### config.mk
export PLATFORM = sky130hd
export DESIGN_NAME = cfg_serial_loader
export DESIGN_NICKNAME = d
export VERILOG_FILES = /design/src/rtl/cfg_pkg.sv /design/src/rtl/cfg_sync_edge.sv /design/src/rtl/cfg_serial_loader.sv
export SDC_FILE = /design/constraint.sdc
export NUM_CORES = 1
export LEC_CHECK = 0
export CORE_MARGIN = 4
export CORE_UTILIZATION = 50
export DETAILED_ROUTE_END_ITERATION = 10
export GPL_TIMING_DRIVEN = 0
export PLACE_DENSITY = 0.87
export SETUP_SLACK_MARGIN = 0.05
export SYNTH_ARGS = -nofsm -noshare
export SYNTH_HDL_FRONTEND = slang
export SYNTH_SLANG_ARGS = --single-unit
export TNS_END_PERCENT = 10
### constraint.sdc
create_clock -name clk -period 2.2 [get_ports clk]
set_clock_uncertainty 0.05 [all_clocks]
set_input_delay 0.22 -clock clk [delete_from_list [all_inputs] [get_ports clk]]
set_output_delay 0.22 -clock clk [all_outputs]
set_load 0.05 [all_outputs]
### src/rtl/cfg_pkg.sv
`timescale 1ns/1ps
`default_nettype none
// +--------------------------------------------------------------------------+
// | Module      : cfg_pkg                                                    |
// | Description : Shared definitions for the serial config loader: default   |
// |               register geometry, frame length, FSM state encoding and    |
// |               the RW header bit values.                                  |
// | Revision    : 1.0 - initial release                                      |
// +--------------------------------------------------------------------------+
package cfg_pkg;

    localparam int unsigned c_addr_w    = 3;
    localparam int unsigned c_data_w    = 16;
    // RW bit + address + data, sent MSB first
    localparam int unsigned c_frame_len = 1 + c_addr_w + c_data_w;

    localparam logic c_rw_write = 1'b1;
    localparam logic c_rw_read  = 1'b0;

    typedef enum logic [2:0] {
        IDLE     = 3'd0,
        HDR      = 3'd1,
        WR_DATA  = 3'd2,
        WR_ISSUE = 3'd3,
        RD_WAIT  = 3'd4,
        RD_SHIFT = 3'd5,
        DRAIN    = 3'd6
    } state_t;

endpackage : cfg_pkg
`default_nettype wire

### src/rtl/cfg_sync_edge.sv
`timescale 1ns/1ps
`default_nettype none
// +--------------------------------------------------------------------------+
// | Module      : cfg_sync_edge                                              |
// | Description : N-flop synchroniser for an asynchronous level, with        |
// |               optional rise/fall pulses taken from the synchronised      |
// |               output and one extra history flop.                         |
// | Ports       : clk, reset (async active-low), i_async (raw input),        |
// |               o_sync (synchronised level), o_rise/o_fall (1-clk pulses). |
// | Revision    : 1.0 - initial release                                      |
// +--------------------------------------------------------------------------+
module cfg_sync_edge #(
    parameter int unsigned STAGES    = 2,
    parameter bit          RESET_VAL = 1'b0,
    parameter bit          EDGE_EN   = 1'b1
) (
    input  logic clk,
    input  logic reset,
    input  logic i_async,
    output logic o_sync,
    output logic o_rise,
    output logic o_fall
);

    logic [STAGES-1:0] r_sync;

    always_ff @(posedge clk or negedge reset) begin
        if (!reset) begin
            r_sync <= {STAGES{RESET_VAL}};
        end else begin
            r_sync <= {r_sync[STAGES-2:0], i_async};
        end
    end

    assign o_sync = r_sync[STAGES-1];

    generate
        if (EDGE_EN) begin : g_edge
            // History flop: the edge is seen exactly when the synchronised
            // level first differs from its previous value.
            logic r_last;

            always_ff @(posedge clk or negedge reset) begin
                if (!reset) begin
                    r_last <= RESET_VAL;
                end else begin
                    r_last <= r_sync[STAGES-1];
                end
            end

            assign o_rise = r_sync[STAGES-1] & ~r_last;
            assign o_fall = ~r_sync[STAGES-1] & r_last;
        end else begin : g_no_edge
            assign o_rise = 1'b0;
            assign o_fall = 1'b0;
        end
    endgenerate

endmodule : cfg_sync_edge
`default_nettype wire

### src/rtl/cfg_serial_loader.sv
`timescale 1ns/1ps
`default_nettype none
// +--------------------------------------------------------------------------+
// | Module      : cfg_serial_loader                                          |
// | Description : SPI-style frame deserialiser feeding config_reg's parallel |
// |               port. Frame = RW, address, data (MSB first). Writes issue  |
// |               a single cfg_write strobe; reads fetch cfg_rdata and shift |
// |               it back on miso. All serial inputs are oversampled on clk. |
// | Ports       : clk, reset (async active-low)                              |
// |               cs_n, sclk, mosi (async serial in), miso (serial out)      |
// |               cfg_write, cfg_addr, cfg_wdata, cfg_rdata (config_reg)     |
// |               busy (frame in progress), frame_err (abort pulse)          |
// | Revision    : 1.0 - initial release                                      |
// +--------------------------------------------------------------------------+
module cfg_serial_loader
    import cfg_pkg::*;
#(
    parameter int unsigned ADDR_W      = c_addr_w,
    parameter int unsigned DATA_W      = c_data_w,
    parameter int unsigned SYNC_STAGES = 2,
    parameter int unsigned RD_LAT      = 1
) (
    input  logic              clk,
    input  logic              reset,
    input  logic              cs_n,
    input  logic              sclk,
    input  logic              mosi,
    output logic              miso,
    output logic              cfg_write,
    output logic [ADDR_W-1:0] cfg_addr,
    output logic [DATA_W-1:0] cfg_wdata,
    input  logic [DATA_W-1:0] cfg_rdata,
    output logic              busy,
    output logic              frame_err
);

    localparam int unsigned c_frame_bits = 1 + ADDR_W + DATA_W;
    localparam int unsigned c_cnt_w      = $clog2(c_frame_bits + 1);
    localparam int unsigned c_wait_w     = $clog2(RD_LAT + 2);

    // Bit count seen when the last header bit arrives, the count once the
    // header is complete, and the count seen when the final frame bit arrives.
    localparam logic [c_cnt_w-1:0]  c_hdr_last = c_cnt_w'(ADDR_W);
    localparam logic [c_cnt_w-1:0]  c_hdr_done = c_cnt_w'(ADDR_W + 1);
    localparam logic [c_cnt_w-1:0]  c_last_bit = c_cnt_w'(c_frame_bits - 1);
    localparam logic [c_wait_w-1:0] c_rd_lat   = c_wait_w'(RD_LAT);

    logic w_cs_n, w_cs_fall, w_cs_rise;
    logic w_sclk_sync, w_sclk_rise, w_sclk_fall;
    logic w_mosi, w_mosi_rise, w_mosi_fall;
    logic [3:0] w_unused_sync;

    cfg_sync_edge #(.STAGES(SYNC_STAGES), .RESET_VAL(1'b1), .EDGE_EN(1'b1)) u_cs_sync (
        .clk(clk), .reset(reset), .i_async(cs_n),
        .o_sync(w_cs_n), .o_rise(w_cs_rise), .o_fall(w_cs_fall)
    );

    cfg_sync_edge #(.STAGES(SYNC_STAGES), .RESET_VAL(1'b0), .EDGE_EN(1'b1)) u_sclk_sync (
        .clk(clk), .reset(reset), .i_async(sclk),
        .o_sync(w_sclk_sync), .o_rise(w_sclk_rise), .o_fall(w_sclk_fall)
    );

    cfg_sync_edge #(.STAGES(SYNC_STAGES), .RESET_VAL(1'b0), .EDGE_EN(1'b0)) u_mosi_sync (
        .clk(clk), .reset(reset), .i_async(mosi),
        .o_sync(w_mosi), .o_rise(w_mosi_rise), .o_fall(w_mosi_fall)
    );

    assign w_unused_sync = {w_cs_rise, w_sclk_sync, w_mosi_rise, w_mosi_fall};

    state_t              r_state;
    logic [c_cnt_w-1:0]  r_bit_cnt;
    logic [c_wait_w-1:0] r_wait_cnt;
    logic [ADDR_W-1:0]   r_hdr;   // RW + address bits received so far
    logic [DATA_W-2:0]   r_rx;    // data bits received so far
    logic [DATA_W-2:0]   r_tx;    // read bits still to present after miso
    logic                r_miso;
    logic                r_cfg_write;
    logic [ADDR_W-1:0]   r_cfg_addr;
    logic [DATA_W-1:0]   r_cfg_wdata;
    logic                r_frame_err;

    logic [ADDR_W:0]   w_hdr_next;
    logic [DATA_W-1:0] w_rx_next;

    assign w_hdr_next = {r_hdr, w_mosi};
    assign w_rx_next  = {r_rx, w_mosi};

    always_ff @(posedge clk or negedge reset) begin
        if (!reset) begin
            r_state     <= IDLE;
            r_bit_cnt   <= '0;
            r_wait_cnt  <= '0;
            r_hdr       <= '0;
            r_rx        <= '0;
            r_tx        <= '0;
            r_miso      <= 1'b0;
            r_cfg_write <= 1'b0;
            r_cfg_addr  <= '0;
            r_cfg_wdata <= '0;
            r_frame_err <= 1'b0;
        end else begin
            r_cfg_write <= 1'b0;
            r_frame_err <= 1'b0;
            if ((r_state != IDLE) && (r_state != DRAIN) && w_cs_n) begin
                // Host released cs_n mid-frame: drop everything, no write.
                r_state     <= IDLE;
                r_frame_err <= 1'b1;
                r_miso      <= 1'b0;
            end else begin
                case (r_state)
                    IDLE: begin
                        if (w_cs_fall) begin
                            r_state   <= HDR;
                            r_bit_cnt <= '0;
                            r_hdr     <= '0;
                        end
                    end
                    HDR: begin
                        if (w_sclk_rise) begin
                            r_hdr     <= w_hdr_next[ADDR_W-1:0];
                            r_bit_cnt <= r_bit_cnt + 1'b1;
                            if (r_bit_cnt == c_hdr_last) begin
                                r_cfg_addr <= w_hdr_next[ADDR_W-1:0];
                                if (w_hdr_next[ADDR_W] == c_rw_write) begin
                                    r_state <= WR_DATA;
                                    r_rx    <= '0;
                                end else begin
                                    r_state    <= RD_WAIT;
                                    r_wait_cnt <= '0;
                                end
                            end
                        end
                    end
                    WR_DATA: begin
                        if (w_sclk_rise) begin
                            r_rx      <= w_rx_next[DATA_W-2:0];
                            r_bit_cnt <= r_bit_cnt + 1'b1;
                            if (r_bit_cnt == c_last_bit) begin
                                r_cfg_wdata <= w_rx_next;
                                r_state     <= WR_ISSUE;
                            end
                        end
                    end
                    WR_ISSUE: begin
                        r_cfg_write <= 1'b1;
                        r_state     <= DRAIN;
                    end
                    RD_WAIT: begin
                        // cfg_addr has been stable since entry; after RD_LAT
                        // further clocks cfg_rdata reflects it.
                        if (r_wait_cnt == c_rd_lat) begin
                            r_miso  <= cfg_rdata[DATA_W-1];
                            r_tx    <= cfg_rdata[DATA_W-2:0];
                            r_state <= RD_SHIFT;
                        end else begin
                            r_wait_cnt <= r_wait_cnt + 1'b1;
                        end
                    end
                    RD_SHIFT: begin
                        if (w_sclk_rise) begin
                            r_bit_cnt <= r_bit_cnt + 1'b1;
                            if (r_bit_cnt == c_last_bit) begin
                                r_state <= DRAIN;
                                r_miso  <= 1'b0;
                            end
                        end else if (w_sclk_fall && (r_bit_cnt != c_hdr_done)) begin
                            // The falling edge trailing the last header bit may
                            // land here; the MSB must stay up until the host
                            // has sampled it, so only shift once a data bit
                            // has been clocked.
                            r_miso <= r_tx[DATA_W-2];
                            r_tx   <= {r_tx[DATA_W-3:0], 1'b0};
                        end
                    end
                    DRAIN: begin
                        r_miso <= 1'b0;
                        if (w_cs_n) begin
                            r_state <= IDLE;
                        end
                    end
                    default: begin
                        r_state <= IDLE;
                    end
                endcase
            end
        end
    end

    assign miso      = r_miso;
    assign cfg_write = r_cfg_write;
    assign cfg_addr  = r_cfg_addr;
    assign cfg_wdata = r_cfg_wdata;
    assign frame_err = r_frame_err;
    assign busy      = (r_state != IDLE);

endmodule : cfg_serial_loader
`default_nettype wire

; ---- Word-level counts from Yosys, hierarchy flattened
; Cells that the tools add are included.
[word_totals]
ff_bits = 73
in_bits = 21
output_inout_bits = 23
elab_cells = 120
[classes]
n_addsub = 2
n_eq_ne = 33
n_mux = 41
bitwise = 7
reduce_logical = 21
[op_table]
columns = operator, count
row1 = $mux 15, 7
row2 = $pmux 15 s2, 2
row3 = $mux 3, 13
row4 = $pmux 3 s7, 1
row5 = $reduce_and 4->1, 5
row6 = $ne 3x2->1 const B, 5
row7 = $ne 3x3->1 const B, 5
row8 = $ne 2x2->1 const B, 7
row9 = $reduce_and 6->1, 2
row10 = $mux 5, 2
row11 = $pmux 5 s2, 1
row12 = $reduce_bool 2->1, 5
row13 = $eq 3x3->1 const B, 3
row14 = $reduce_and 9->1, 1
row15 = $mux 1, 8
row16 = $mux 2, 4
row17 = $ne 2x1->1 const B, 4
row18 = $eq 3x2->1 const B, 2
row19 = $pmux 3 s2, 1
row20 = $add 5x1->5 const B, 1
row21 = $eq 5x2->1 const B, 1
row22 = $eq 5x5->1 const B, 1
row23 = $ne 5x3->1 const B, 1
row24 = $reduce_and 5->1, 1
row25 = other kinds (14), 21

; ---- Logic depth before layout (Yosys ltp)
; Gate-level depths: netlist of run 1.
[logic_depth]
depth_word = 7
depth_mapped = 7
ltp_nobuf = 6

; ---- Cells and area by module
; A second synthesis of run 1 with hierarchy kept.
[unflattened]
cells_unflattened = 319
hier_area_um2 = 3369.5
[modules_own_cells]
columns = module, instances, cells_per_inst, area_per_inst_um2, seq_area_each_um2
row1 = cfg_serial_loader, 1, 304, 3116.7, 1626.6
row2 = cfg_sync_edge at u_cs_sync, 1, 5, 93.8, 78.8
row3 = cfg_sync_edge at u_sclk_sync, 1, 5, 90.1, 75.1
row4 = cfg_sync_edge at u_mosi_sync, 1, 5, 68.8, 50.0

; ---- Worst setup path after synthesis of run 1
; No wires, ideal clock.
[synth_timing]
path_kind = register -> register
startpoint = reg r_bit_cnt[0]
endpoint = reg r_tx[10]
setup_ns = 0.125
t_arrival_ns = 1.953
setup_slack_ns = 0.072
stages_incl_launch_ff = 8
path_buffers = 1
cell_sequence = dfrtp_1 inv_1 ha_1 and4bb_1 or4b_4 a21oi_4 buf_12 mux2_4
[synth_via]
elab_chain_len = 4
[synth_lines]
columns = item, line
row1 = "start, declared", cfg_serial_loader.sv:71  ; logic [c_cnt_w-1:0] r_bit_cnt;
row2 = "start signal, assigned", cfg_serial_loader.sv:121  ; r_bit_cnt <= r_bit_cnt + 1'b1;
row3 = "start signal, assigned", cfg_serial_loader.sv:137  ; r_bit_cnt <= r_bit_cnt + 1'b1;
row4 = "start signal, assigned", cfg_serial_loader.sv:161  ; r_bit_cnt <= r_bit_cnt + 1'b1;
row5 = $ne 5x3->1, cfg_serial_loader.sv:166  ; end else if (w_sclk_fall && (r_bit_cnt != c_hdr_done)) begin
row6 = $logic_and 1x1->1, cfg_serial_loader.sv:166
row7 = $ne 2x2->1 (no line), -
row8 = $reduce_and 5->1 (no line), -
row9 = "end signal, assigned", cfg_serial_loader.sv:153  ; r_tx <= cfg_rdata[DATA_W-2:0];
row10 = "end signal, assigned", cfg_serial_loader.sv:172  ; r_tx <= {r_tx[DATA_W-3:0], 1'b0};
row11 = "end, declared", cfg_serial_loader.sv:75  ; logic [DATA_W-2:0] r_tx;
; Every way passes these cells.
; A chain may end at the register's enable or synchronous reset.

; ---- Worst setup path in the final report of run 1
[layout_timing]
startpoint = reg r_bit_cnt[0]
endpoint = reg r_bit_cnt[0]
[layout_via]
elab_chain_len = 3
[layout_lines]
columns = item, line
row1 = $add 5x1->5, "cfg_serial_loader.sv:121, cfg_serial_loader.sv:137, cfg_serial_loader.sv:161"
row2 = $mux 5, "cfg_serial_loader.sv:119, cfg_serial_loader.sv:135, cfg_serial_loader.sv:160"
row3 = $pmux 5 s2, cfg_serial_loader.sv:110  ; case (r_state)
; Every way passes these cells. The select of a mux whose other input is x is not followed.

==> results of run 1 <==
[layout by cell type (no fill, tap or decap), drive strengths merged, types with 2 or more instances in the layout]
cell / count
bufinv: 2
nor4b: 2
dfstp: 3
a21oi: 3
mux2: 48
inv: 30
clkdlybuf4s50: 41
nor2: 4
nand2: 16
nand2b: 3
nand3: 4
a221oi: 2
o22ai: 3
nor2b: 6
dfrtp: 70
nor3b: 3
nor3: 4
nand4: 17
ha: 3
clkbuf: 19
o2111ai: 3
buf: 30
a31oi: 2
o21ai: 26
mux2i: 4
or3: 3
[state kept, by name, indices dropped and copies added, names as in the netlist, 2 cells and up]
name / cells
cfg_wdata: 16
r_rx: 15
r_tx: 15
r_bit_cnt: 5
cfg_addr: 3
r_hdr: 3
r_state: 3
r_wait_cnt: 2
u_cs_sync.r_sync: 2
u_mosi_sync.r_sync: 2
u_sclk_sync.r_sync: 2
[critical path: stages, from the launching register on]
cell and delay (ps):
dfrtp_1 380, inv_2 70, buf_4 130, buf_4 120, buf_4 120, buf_4 120, buf_4 130, buf_4 130
buf_4 120, buf_4 120, buf_4 130, buf_4 130, buf_4 120, buf_6 110, o2111ai_2 80, o21ai_1 90
[area by class of cell]
cell class              count  area (um^2)
plain buffers              16         90.1
clock buffers              10          128
clock inverters             6         90.1
fillers                   445         2050
inverters                  28          105
multi-input cells         175         1480
flip-flops and latches     73         1830
well taps                  77         96.3
repair buffers             65          626
[routing by layer]
layer | routed length, um | global-route usage (%) | vias up | part of all wire (%)
met1 | 3420 | 24.6 | 1235 | 44
li1 | - | - | 1194 | -
met2 | 3640 | 29.3 | 102 | 47
met5 | 0 | 0 | - | 0
met4 | 245 | 10.2 | 0 | 3.2
met3 | 379 | 4.50 | 27 | 4.9
[stage by stage]
step	hold slack, ps	setup TNS, ps	setup WS [ps]	cell area (um^2)	power [mW]
final	219	-412	-62.9	4450	2.85
after global routing	214	-1000	-103	4450	2.95
after CTS	211	-740	-53.3	4390	2.84
after detailed placement	287	-1010	-76.8	3960	1.61
after global placement	283	-114080	-1590	3960	1.61
after floorplan	-126	0	72.1	3430	1.52
[repair_timing]
item,CTS,global route
hold buffers,1,0
gates resized for setup,14,16
buffers inserted,20,1
hold endpoints to repair,70,0
pin swaps,3,3
endpoints found under the setup margin,37,45
[logic make-up (layout without fill, tap and decap cells)]
family,count (synthesis),count (layout),synth area share (%)
buffers and inverters,45,125,5.65
AOI/OAI and AO/OA,49,49,9.30
adders and majority gates,3,3,1.09
xor gates and xnor gates,2,2,0.510
muxes,52,52,17.9
DFF,73,73,53.3
and+or+nand+nor,69,69,12.2
[how the worst max path moves through the flow]
stage / startpoint / end / slack, ps / cells after the start
floorplan: r_bit_cnt[0]$_DFFE_PN0P_ / r_tx[10]$_DFFE_PN0P_ / 70 / 7
finish: r_bit_cnt[0]$_DFFE_PN0P_ / r_bit_cnt[0]$_DFFE_PN0P_ / -60 / 15
global placement: reset / cfg_wdata[10]$_DFFE_PN0P_ / -1590 / 1
global route: r_bit_cnt[0]$_DFFE_PN0P_ / r_bit_cnt[0]$_DFFE_PN0P_ / -100 / 15
CTS: r_bit_cnt[0]$_DFFE_PN0P_ / r_tx[8]$_DFFE_PN0P_ / -50 / 8
detailed placement: r_bit_cnt[0]$_DFFE_PN0P_ / r_tx[8]$_DFFE_PN0P_ / -80 / 7
[power groups by stage]
stage,Clock (mW),Sequential [mW],Combinational [mW]
global placement,0,1.40,0.205
floorplan,0,1.41,0.109
detailed placement,0,1.40,0.211
CTS,1.18,1.38,0.284
global route,1.24,1.38,0.327
finish,1.17,1.38,0.304
==> results.json, run 1 <==
{
  "status": "finished with violations",
  "violations": "setup timing",
  "min_period_over_period_pct": 103,
  "post-route-util_pct": 68.4,
  "drive_gt1_share_pct": 29.8,
  "die_area_mm2": 0.00825,
  "yosysMostFrequentCell": "dfrtp_1",
  "syn_area_per_cell_um2": 11.7,
  "seqPwrFrac_pct": 48.4,
  "hp-class": "in2reg",
  "ys_ff_latch": 73,
  "drtPass1Iterations": 5,
  "peakVddDrop_v": 0.000428,
  "wl_per_cell_um": 17.1,
  "synth_top_area_share_pct": 51.0,
  "dp.cells": 413,
  "htreeDepth": 3,
  "core_mm2": 0.00649,
  "routed_wirelength_mm": 7.68,
  "yosysTopAreaCell": "dfrtp_1",
  "root_buffer": "clkbuf_8",
  "drv_cap": 0,
  "io_buffers": 43,
  "leakage_nw": 1.98,
  "num_vias": 2558,
  "syn2layout_area_growth_pct": 29.5,
  "drc": 0,
  "diodes": 0,
  "io_pins": 44,
  "synthFlopType": "dfrtp_1",
  "synthesis.nets": 317,
  "fp-row-count": 29,
  "async_reset_ff_share_pct": 100,
  "hold_viol_final": 0,
  "ys_types": 54,
  "worstSetupPathType": "reg2reg",
  "clk_path_buf_depth": 2,
  "grt_pass1_vias": 2628,
  "die_h_um": 90.9,
  "p_per_area_mw_per_mm2": 640,
  "yosysWarnings": 0,
  "hold_start": "cs_n",
  "initial_core_util_pct": 52.8,
  "clockPowerShare_pct": 40.9,
  "end_kind": "register",
  "swShare_pct": 24.3,
  "max_freq_ghz": 0.442,
  "finalWorstSetupSlack_ps": -62.9,
  "p_comb_share_pct": 10.7,
  "min_to": "u_cs_sync.r_sync[0]$_DFF_PN1_",
  "r2r-start": "r_bit_cnt[0]$_DFFE_PN0P_",
  "insertion_delay_ps": 360,
  "synthesis.area_mm2": 0.00343,
  "grt_use_total_pct": 18.9,
  "synth.top_cells.by_area": "dfrtp_1 (51%), mux2_2 (13%), mux2_4 (3.9%), nand4_1 (3.1%), o21ai_0 (3.1%)",
  "grt_first_pass_wirelength_mm": 12.5,
  "setup-violations-final": 11,
  "slew-limit-headroom_pct": 40.4,
  "p_int_mw": 2.15,
  "viasPerCell": 5.68,
  "seq_area_frac_synth_pct": 53.3,
  "netSwitchingPower_mw": 0.693,
  "cp_data_arrival_time_ps": 2450,
  "rrSetupSlack_ps": -60,
  "antenna_found_initial": 0,
  "syn_inst": 293,
  "startpoint_type": "register",
  "clk_pin_slew_worst_paths_ps": 80,
  "gp_congestion": 0.874,
  "synth_common_cells": "dfrtp_1 (70), mux2_2 (39), inv_1 (27)",
  "required_ps": 2390,
  "synth_edf_count": 0,
  "slew_violations": 0,
  "final_nets": 392,
  "grt_setup_unrepaired": "true",
  "whs_path_depth": 1,
  "die_x_um": 90.9,
  "fin_crit_ps": 2260,
  "r2r_end": "r_bit_cnt[0]$_DFFE_PN0P_",
  "finalNonFillerCells": 450,
  "cts.sinks": 73,
  "tightest_slew_ps": 894,
  "cts_buffers": 9,
  "crit_fanout": 2,
  "drt_iter0_markers": 263,
  "grt.overflow.total": 0,
  "grt_max_degree": 74,
  "reg2reg_depth": 15,
  "dpl.hpwl_mm": 4.64,
  "cts_tree": "yes",
  "drtAntennaViolNets": 0
}
No activity file was read; power rests on OpenSTA's default activity.
==> run 2, diff against run 1 <==
CORE_ASPECT_RATIO = 0.5   (was unset)
==> run 2 against run 1 <==
Net effect: the flow still finishes with violations (setup timing); worst hold slack gained 31 ps; sequential share of layout area up 0.24 points; largest cell class unchanged; largest power group is now the clock network; sequential power about the same.
==> results.json, run 2 (synthesis gave the netlist of run 1 again) <==
{
  "final_common_cell": "dfrtp_1",
  "die_area_mm2": 0.00833,
  "htreeDepth": 3,
  "top_layer_used": "met4",
  "crit_fanout": 10,
  "drive_gt1_share_pct": 27.4,
  "io_buffers": 43,
  "hold_start": "cs_n",
  "drtAntennaViolNets": 0,
  "finalWorstSetupSlack_ps": -14.0,
  "required_ps": 2370,
  "setup-violations-final": 11,
  "end_kind": "register",
  "wl_per_cell_um": 16.6,
  "grt_use_total_pct": 19.3,
  "routed_wirelength_mm": 7.47,
  "met1_length_mm": 3.24,
  "grt_pass1_vias": 2560,
  "final_nets": 377,
  "initial_core_util_pct": 51.4,
  "insertion_delay_ps": 340,
  "crit_path_start": "r_bit_cnt[0]$_DFFE_PN0P_",
  "grt_max_degree": 74,
  "critPathBufInv": 2,
  "grt_setup_unrepaired": "true",
  "root_buffer": "clkbuf_16",
  "tightest_slew_ps": 906,
  "io_pins": 44,
  "cts_tree": "yes",
  "fill_cells": 498,
  "min_period_over_period_pct": 101,
  "slowest_stage": "or4b_4",
  "core_mm2": 0.00667,
  "peakVddDrop_v": 0.000385,
  "dpl.hpwl_mm": 4.82,
  "fin_crit_ps": 2210,
  "grt.overflow.total": 0,
  "worstSetupPathType": "reg2reg",
  "cpLargestDelayFamily": "simple AND/OR/NAND/NOR gates",
  "startpoint_type": "register",
  "r2r-start": "r_bit_cnt[0]$_DFFE_PN0P_",
  "drv_cap": 0,
  "post-place-ws_ps": -204,
  "max_stage_delay_ps": 520,
  "dr_wl_met3_um": 293,
  "slew-limit-headroom_pct": 39.6,
  "cts_buffers": 9,
  "clk_path_buf_depth": 2,
  "cts.sinks": 73,
  "clk_pin_slew_worst_paths_ps": 60,
  "syn2layout_area_growth_pct": 28.8,
  "slew_violations": 0,
  "status": "finished with violations",
  "num_vias": 2528,
  "gp_congestion": 0.906,
  "hold_viol_final": 0,
  "die_h_um": 66.6,
  "die_x_um": 125,
  "leakage_nw": 1.96,
  "drc": 0,
  "crit_chain": "inv_2 > ha_4 > and4bb_1 > or4b_4 > a21oi_4 > buf_12 > mux2_4",
  "fp-row-count": 21,
  "drtPass1Iterations": 4,
  "violations": "setup timing",
  "hp-class": "in2reg",
  "cp_data_arrival_time_ps": 2380,
  "antenna_found_initial": 0,
  "grt_first_pass_wirelength_mm": 12.6,
  "final_cell_mix": "dfrtp_1 (70), clkdlybuf4s50_1 (41), mux2_2 (36), inv_1 (25), o21ai_0 (21)",
  "largest_reg_flops": 16,
  "p_per_area_mw_per_mm2": 728,
  "viasPerCell": 5.62,
  "post-route-util_pct": 66.2,
  "drt_iter0_markers": 260,
  "diodes": 0,
  "met2WireLength_mm": 3.78,
  "max_freq_ghz": 0.452
}
-- run 2: report_power, final --
group / switching (mW) / internal [mW] / total (mW) / leakage, nW
registers: 0.0165 / 1.37 / 1.38 / 0.991
clock network: 0.552 / 1.05 / 1.60 / 0.162
logic: 0.136 / 0.0985 / 0.234 / 0.808
-- run 2: repair_timing --
item                                   CTS  global route
endpoints found under the hold margin   12             0
hold buffers                             1             0
setup endpoints to repair               28            41
setup buffers                            5             0
pin swaps                                1             2
cloned                                   0             0
gates resized for setup                 12             8
-- run 2: metrics by stage --
step	setup TNS [ps]	power (mW)	cell area (um^2)	std cells	hold slack (ps)
after floorplan	0	1.52	3430	293	-126
after global placement	-101130	1.60	3980	428	284
after detailed placement	-1690	1.62	3980	428	299
after CTS	-133	3.23	4400	450	248
after global routing	-1500	3.34	4420	450	266
final	-116	3.22	4420	450	251
-- run 2: cell type report --
class	instances	area [um^2]	area share (%)
Buffer	17	92.6	2.10
Inverter	28	105	2.38
Timing Repair Buffer	49	478	10.8
Clock buffer	11	253	5.72
Sequential cell	73	1830	41.4
Tap cell	92	115	2.60
Multi-Input combinational cell	175	1470	33.2
Clock inverter	5	77.6	1.76
-- run 2: layer usage --
metal	vias up	GRT usage, %
met2	71	31.9
met1	1282	24.1
met5	-	0
met4	0	7.30
met3	15	6.16
li1	1160	-
-- run 2: path summary, 6_finish.rpt --
check | to | slack (ps) | cells after the start
max | r_tx[7]$_DFFE_PN0P_ | -10 | 7
min | u_cs_sync.r_sync[0]$_DFF_PN1_ | 250 | 1
max reg2reg | r_tx[7]$_DFFE_PN0P_ | -10 | 7
min reg2reg | u_cs_sync.r_sync[1]$_DFF_PN1_ | 300 | 0
max in group asynchronous | r_wait_cnt[1]$_DFFE_PN0P_ | 1000 | 2
min in group asynchronous | r_rx[9]$_DFFE_PN0P_ | 510 | 2
==> variant (config.mk and constraints of run 2) <==
`RESET_VAL` is set to 1'b0 in 3 places; all go to 1'b1.
--- a/src/rtl/cfg_sync_edge.sv
+++ b/src/rtl/cfg_sync_edge.sv
@@ -13,3 +13,3 @@
     parameter int unsigned STAGES    = 2,
-    parameter bit          RESET_VAL = 1'b0,
+    parameter bit          RESET_VAL = 1'b1,
     parameter bit          EDGE_EN   = 1'b1
--- a/src/rtl/cfg_serial_loader.sv
+++ b/src/rtl/cfg_serial_loader.sv
@@ -57,3 +57,3 @@
 
-    cfg_sync_edge #(.STAGES(SYNC_STAGES), .RESET_VAL(1'b0), .EDGE_EN(1'b1)) u_sclk_sync (
+    cfg_sync_edge #(.STAGES(SYNC_STAGES), .RESET_VAL(1'b1), .EDGE_EN(1'b1)) u_sclk_sync (
         .clk(clk), .reset(reset), .i_async(sclk),
@@ -62,3 +62,3 @@
 
-    cfg_sync_edge #(.STAGES(SYNC_STAGES), .RESET_VAL(1'b0), .EDGE_EN(1'b0)) u_mosi_sync (
+    cfg_sync_edge #(.STAGES(SYNC_STAGES), .RESET_VAL(1'b1), .EDGE_EN(1'b0)) u_mosi_sync (
         .clk(clk), .reset(reset), .i_async(mosi),
Function: no difference found for any inputs over 10 cycles, from zero or initial values and one cycle with reset low; that may be too few to reach the edited logic, so the function may still have changed.
==> variant against run 2 <==
The flow still finishes with violations (negative setup slack). Sequential share of layout area decreased by 0.85 points. Synthesized area up 0.18%. Sequential cell count unchanged. Wire length is 5.5% higher. Maximum frequency rose by 0.31%. Design area grew 2.4%. Combinational power is 6% higher. Power is 0.91% higher. Utilization is 1.6 points higher. Worst setup slack gained 0.0068 ns. Synthesized cell count is the same. Largest power group unchanged.
==> variant: results (changes against run 2) <==
| Metric | Value |
|---|---|
| Outcome | `finished with violations` |
| Violated checks | `negative setup slack` |
| Metal-1 WL | `3.27 mm (+1.0%)` |
| Vias in the first global route | `2660 (+3.9%)` |
| Dpl hpwl | `4.90 mm (+1.7%)` |
| Sequential cell area share | `40.6% (-0.85 points)` |
| Sw frac | `23.0% (+1.1 points)` |
| Max_slew headroom | `39.5% (-0.13 points)` |
| Layout cells sized above 1 | `30.4% (+3.0 points)` |
| Setup-failing EPs final | `6 (-5)` |
| Non-clk bufs | `73 (+11%)` |
| CP endpoint | `r_tx[9]` |
| WP data arrival | `2.38 ns (about the same)` |
| Ranking of synthesized cells by area | `dfrtp_1 47%, mux2_2 13%, dfstp_2 6.1%, mux2_4 3.9%, nand4_1 3.1%` |
| P_leak | `1.99 nW (+1.5%)` |
| Worst vdd ir | `0.000491 V (+27%)` |
| Area share of fa/ha/maj cells after synthesis | `1.09% (-0.0020 points)` |
| Placer Congestion | `0.830 (-8.4%)` |
| Met1 Resource Use GR | `22.0% (-2.1 points)` |
| FILL cells | `446 (-10%)` |
| Initial antenna violation count | `0 (unchanged)` |
| Non-clock buffer share | `14.7% (+1.8 points)` |
| Initial DRC Count | `203 (-22%)` |
| Post-Synth XOR/XNOR Area | `0.509% (-0.00093 points)` |
| Global Route met2 Usage | `34.6% (+2.7 points)` |
| Final #Nets | `384 (+1.9%)` |
| Met3 GRT Util | `6.00% (-0.16 points)` |
| Seq/Total Area, Yosys | `53.4% (+0.085 points)` |
| Multi-input combinational gate total | `175 (unchanged)` |
| Clock Buffer Count | `10 (-1)` |
| First-pass GRT wire length | `12.8 mm (+1.2%)` |
| Clock-cell share of area | `7.30% (-0.18 points)` |
| Via count | `2580 (+2.1%)` |
| All-Layer GR Usage | `19.5% (+0.22 points)` |
| R2R depth | `8 (+1)` |
| DR WL met2 | `4.02 mm (+6.4%)` |
| Complex-gate fraction of the synthesized area | `9.28% (-0.017 points)` |
| DR WL met3 | `446 µm (+52%)` |
| Fraction of area in multi-input gates | `32.6% (-0.65 points)` |
| Most common library cells after synthesis | `65 x dfrtp_1, 39 x mux2_2, 27 x inv_1, 21 x o21ai_0, 17 x nand4_1` |
| Post-synthesis mux area share | `17.9% (-0.033 points)` |
| WL/cell | `17.3 µm (+3.9%)` |
| Setup ws final | `-0.00728 ns (+0.00676 ns)` |
| R2r startpoint | `r_bit_cnt[1]` |
| Worst-path fanout max | `5 (-5)` |
| Hold WS | `0.235 ns (-0.0153 ns)` |
| Hold WC Path Type | `in -> reg` |
| Reg clk slew, reported paths | `0.06 ns (about the same)` |
-- variant: power by group through the flow --
stage,clock (mW),combinational (mW),sequential (mW)
after detailed placement,0,0.213,1.41
after CTS,1.62,0.232,1.38
after floorplan,0,0.109,1.41
final,1.61,0.249,1.39
after global routing,1.68,0.268,1.39
after global placement,0,0.203,1.41
-- variant: timing repair --
item / CTS / global route
gates resized for setup: 15 / 10
setup endpoints to repair: 38 / 41
gates cloned: 1 / 0
hold buffers: 1 / 0
endpoints found under the hold margin: 18 / 0
setup buffers: 6 / 5
pin swaps: 3 / 3
-- variant: per-stage QoR --
stage / cells / instance area [µm²] / setup slack [ns] / TNS [ns] / total power, mW
global route: 457 / 4530 / -0.0465 / -0.530 / 3.33
detailed placement: 428 / 3980 / -0.104 / -1.02 / 1.62
CTS: 452 / 4460 / -0.0419 / -0.607 / 3.24
floorplan: 293 / 3440 / 0.0721 / 0 / 1.52
global placement: 428 / 3980 / -1.39 / -95.84 / 1.61
finish: 457 / 4530 / -0.00728 / -0.0161 / 3.25
